===== src/rtl/score_bcd_sequencer_pkg.sv =====
// Shared definitions for the score display path.
// Holds the conversion FSM state type, the ASCII code used by the text renderer
// for the digit '0', and a ceil(log2) helper for deriving register widths.
package score_bcd_sequencer_pkg;

  typedef enum logic [1:0] {
    IDLE   = 2'd0,
    SHIFT  = 2'd1,
    COMMIT = 2'd2
  } state_t;

  // Renderer forms a digit character as ASCII_ZERO + nibble.
  localparam int unsigned ASCII_ZERO = 48;

  // Number of bits needed to hold values 0..value-1 (minimum 1).
  // For the score width use logb2(H*V); for a counter reaching N use logb2(N+1).
  function automatic int unsigned logb2(input int unsigned value);
    int unsigned v;
    int unsigned r;
    v = (value > 0) ? value - 1 : 0;
    r = 0;
    while (v > 0) begin
      r = r + 1;
      v = v >> 1;
    end
    if (r == 0) r = 1;
    return r;
  endfunction

endpackage


===== src/rtl/bcd_add3.sv =====
// Double-dabble adjust cell: adds 3 to a BCD nibble that is 5 or more so the
// following left shift carries correctly into the next decimal digit.
// Ports:
//   i_nib   - BCD nibble before the shift
//   o_nib_c - adjusted nibble (combinational)
module bcd_add3 (
  input  logic [3:0] i_nib,
  output logic [3:0] o_nib_c
);

  assign o_nib_c = (i_nib >= 4'd5) ? (i_nib + 4'd3) : i_nib;

endmodule


===== src/rtl/score_bcd_sequencer.sv =====
// Once-per-frame binary-to-BCD converter for the score display.
// A frame_start pulse in IDLE with a changed score captures the score and runs
// SCORE_BITS add-3/shift steps, then commits all digits together in one edge so
// the renderer never sees a mix of old and new digits.
// Ports:
//   clk         - system/pixel clock
//   rst         - synchronous active-high reset
//   score       - binary score, sampled only on an accepted frame_start
//   frame_start - one-cycle pulse at start of vertical blanking
//   busy        - conversion in progress
//   done        - one-cycle pulse when new digits are committed
//   digits      - registered BCD, [3:0] units
module score_bcd_sequencer
  import score_bcd_sequencer_pkg::*;
#(
  parameter int unsigned SCORE_BITS = 10,
  parameter int unsigned DIGITS     = 4
) (
  input  logic                    clk,
  input  logic                    rst,
  input  logic [SCORE_BITS-1:0]   score,
  input  logic                    frame_start,
  output logic                    busy,
  output logic                    done,
  output logic [4*DIGITS-1:0]     digits
);

  localparam int unsigned BCD_W = 4 * DIGITS;
  localparam int unsigned CNT_W = logb2(SCORE_BITS + 1);
  localparam logic [CNT_W-1:0] LAST_SHIFT = CNT_W'(SCORE_BITS - 1);

  state_t                  r_state;
  logic [SCORE_BITS-1:0]   r_bin;
  logic [BCD_W-1:0]        r_bcd;
  logic [CNT_W-1:0]        r_cnt;
  logic [SCORE_BITS-1:0]   r_cap;
  logic [SCORE_BITS-1:0]   r_last_score;
  logic                    r_busy;
  logic                    r_done;
  logic [BCD_W-1:0]        r_digits;

  logic [BCD_W-1:0]            w_adj;
  logic [BCD_W+SCORE_BITS-1:0] w_shift;

  // Per-digit add-3 adjust ahead of the shift.
  for (genvar g = 0; g < DIGITS; g++) begin : g_add3
    bcd_add3 u_add3 (
      .i_nib   (r_bcd[4*g +: 4]),
      .o_nib_c (w_adj[4*g +: 4])
    );
  end

  // Adjusted digits and remaining binary bits shift left together as one register.
  assign w_shift = {w_adj, r_bin} << 1;

  // Conversion FSM and output registers.
  always_ff @(posedge clk) begin
    if (rst) begin
      r_state      <= IDLE;
      r_bin        <= '0;
      r_bcd        <= '0;
      r_cnt        <= '0;
      r_cap        <= '0;
      r_last_score <= '0;
      r_busy       <= 1'b0;
      r_done       <= 1'b0;
      r_digits     <= '0;
    end else begin
      r_done <= 1'b0;
      case (r_state)
        IDLE: begin
          // An unchanged score needs no work; the display already shows it.
          if (frame_start && (score != r_last_score)) begin
            r_bin   <= score;
            r_bcd   <= '0;
            r_cnt   <= '0;
            r_cap   <= score;
            r_busy  <= 1'b1;
            r_state <= SHIFT;
          end
        end
        SHIFT: begin
          {r_bcd, r_bin} <= w_shift;
          r_cnt          <= r_cnt + CNT_W'(1);
          if (r_cnt == LAST_SHIFT) r_state <= COMMIT;
        end
        COMMIT: begin
          r_digits     <= r_bcd;
          r_last_score <= r_cap;
          r_done       <= 1'b1;
          r_busy       <= 1'b0;
          r_state      <= IDLE;
        end
        default: begin
          r_busy  <= 1'b0;
          r_state <= IDLE;
        end
      endcase
    end
  end

  assign busy   = r_busy;
  assign done   = r_done;
  assign digits = r_digits;

endmodule

===== config.mk =====
export PLATFORM = sky130hd
export DESIGN_NAME = score_bcd_sequencer
export DESIGN_NICKNAME = d
export VERILOG_FILES = /design/src/rtl/score_bcd_sequencer_pkg.sv /design/src/rtl/bcd_add3.sv /design/src/rtl/score_bcd_sequencer.sv
export SDC_FILE = /design/constraint.sdc
export NUM_CORES = 1
export LEC_CHECK = 0
export BUFFER_PORTS_ARGS = -buffer_cell sky130_fd_sc_hd__buf_2
export CORE_UTILIZATION = 61
export DETAILED_ROUTE_END_ITERATION = 16
export PLACE_DENSITY = 0.86
export SLEW_MARGIN = 20
export SYNTH_ARGS = -nofsm -noshare
export SYNTH_HDL_FRONTEND = slang
export SYNTH_HIERARCHICAL = 1
export SYNTH_SLANG_ARGS = --single-unit

===== constraint.sdc =====
create_clock -name clk -period 4.7 [get_ports clk]
set_input_delay 0.94 -clock clk [delete_from_list [all_inputs] [get_ports clk]]
set_output_delay 0.94 -clock clk [all_outputs]
set_load 0.005 [all_outputs]

==> results.toml <==
[outcome]
status = "finished, final reports clean"

[critical_path]
reg2reg_from = "r_last_score[3]$_SDFFE_PP0P_"
rr_worst_depth = 5
cp-end-kind = "flip-flop"
crit_family = "simple AND/OR/NAND/NOR gates"
crit_path_max_fanout = 9
slowest_stage = "or2_0"
path_buf_inv = 1
cpPeakStageDelay_ns = 0.43
path_cells = "buf_2, xor2_1, nor4_2, a31oi_2, or2_0, o221a_1"
crit_path_start_kind = "primary input"
r2r_end = "r_bin[4]$_SDFFE_PP0P_"
worstSetupPathType = "primary input to flip-flop"
crit_required_ns = 4.93
critical_path_arrival_ns = 2.53
r2r_setup_slack_ns = 2.78

[layout]
area_growth_pct = 13.30
nNetsFinal = 420
antenna_cells = 0
drive_above_1_share_pct = 13.93
postLayoutCoreUtil_pct = 72.63

[sta]
skew_ns = 0.004988
finalHoldViolCount = 0
final-setup-viol-count = 0
finalCriticalPeriod_ns = 2.299
maxSlewViolCount = 0
rsz0062_at_grt = "false"
tightestPinTransition_ns = 1.086
fmax_ghz = 0.4350
final.setup.tns_ns = 0
period_share_pct = 48.91
slew_headroom_pct = 27.60

[die]
dieArea_sq_um = 5317
initial_utilization_pct = 64.10
die_h_microns = 72.92
core_area_sq_um = 4786
row_count = 25
die_width_microns = 72.92
io_pins = 31

[clock_network]
cts_setup_buffers = 0
clk_root_buffer_cell = "clkbuf_8"
worstSkewPairLatency_ns = 0.35
cts_tree = "done"
cts_max_level = 3
ctsResizeCount = 0
clkTransAtPathRegs_ns = 0.07
holdBufCountCts = 0
cts_buffers = 9
clkSinkCount = 70
cts.path.max_buffers = 2

[min_path]
holdPathEnd = "digits[3]$_SDFFE_PP0P_"
min-delay-start = "digits[3]$_SDFFE_PP0P_"
worstHoldPathCells = 2
hold_path_class = "flip-flop to flip-flop"

[global_routing]
use_met2_pct = 50.05
overflow = 0
grt_use_met3_pct = 6.630
grt_pass1_wl_microns = 11300
grt-busiest-layer = "met2"
grt.total_usage_pct = 28.20
grtUsageMet1_pct = 32.07
antenna_found_initial = 0
grt_max_degree = 72
grt_pass1_vias = 2548

[logic_synthesis]
syn_area_per_cell_sq_um = 8.138
synth_nets = 400
netlist_instances = 377
syn_area_sq_um = 3068
ys.warnings.count = 6

[placed_design]
place_congestion = 0.8359
hpwlAfterDp_microns = 3985
portBuffers = 30

[pwr]
leakagePower_nw = 1.447
ir_drop_mv = 0.2904
power.density_nw_per_um2 = 387.5
power_w = 0.001347

[route]
routed_wirelength_microns = 6799
drtIter0Drc = 195
viasPerCell = 5.642
num_vias = 2646
ant_nets = 0
wl_per_cell_microns = 14.50
dr.pass1.iters = 4
drc = 0

[flow_run]
maxCapViolations = 0
[tightest hold or removal path, delay by kind of cell (launching register included)]
kind	cells	cell delay (ns)
simple gates	1	0.05
flops	1	0.31
compound gates	1	0.05
[through the flow]
stage,area [sq um],worst slack (ns),std cells,hold slack [ns]
after floorplan,3068,2.429,377,0.4312
after global placement,3237,2.232,453,0.4347
after detailed placement,3237,2.142,453,0.4443
after CTS,3471,2.433,469,0.4539
after global routing,3476,2.351,469,0.4702
final,3476,2.401,469,0.4526
[registers in the layout, summed over array words and instances, names as in the netlist]
name,cells
r_cap,10
r_bcd,16
digits,16
done,1
busy,1
r_state,2
r_bin,10
r_last_score,10
r_cnt,4
[area by class of cell]
type                       count  area [sq um]
multi-input combinational    274          1548
sequential                    70          1401
fill                         378          1310
timing repair buffer          33         175.2
clock buffer                  13         168.9
tap                           67         83.83
clock inverter                 3         65.06
inverter                       9         33.78
[how the worst max path moves through the flow]
stage                   from                     to  cells after the start
CTS                 score[3]  r_bin[4]$_SDFFE_PP0P_                      6
floorplan           score[8]  r_bin[1]$_SDFFE_PP0P_                      6
global placement    score[8]  r_bin[7]$_SDFFE_PP0P_                      6
finish              score[3]  r_bin[4]$_SDFFE_PP0P_                      6
global route        score[3]  r_bin[4]$_SDFFE_PP0P_                      6
detailed placement  score[8]  r_bin[5]$_SDFFE_PP0P_                      6
[power by group]
part           switching, W  internal (W)
clock              0.000224      0.000342
sequential        0.0000238      0.000619
combinational     0.0000838     0.0000551
[cells in the final DEF, fill, tap and decap left out, drive strengths merged, types with 2 or more instances in the layout]
cell    instances
bufinv          2
inv             9
xnor2           5
clkbuf         13
nor4           20
nand3           3
nand2          69
o221a           9
nand3b          3
dfxtp          70
ha             10
xor2           10
a21oi          32
o21ai          10
buf            33
nor2           70
mux2i          13
nor2b           2
nand2b         11
[layer usage]
metal  vias up  share of wire, %
met3        12               4.0
met4         0               1.6
met1      1269                42
met5         -                 0
met2        70                53
li1       1295                 -
Power figures use the tool's default switching activity.
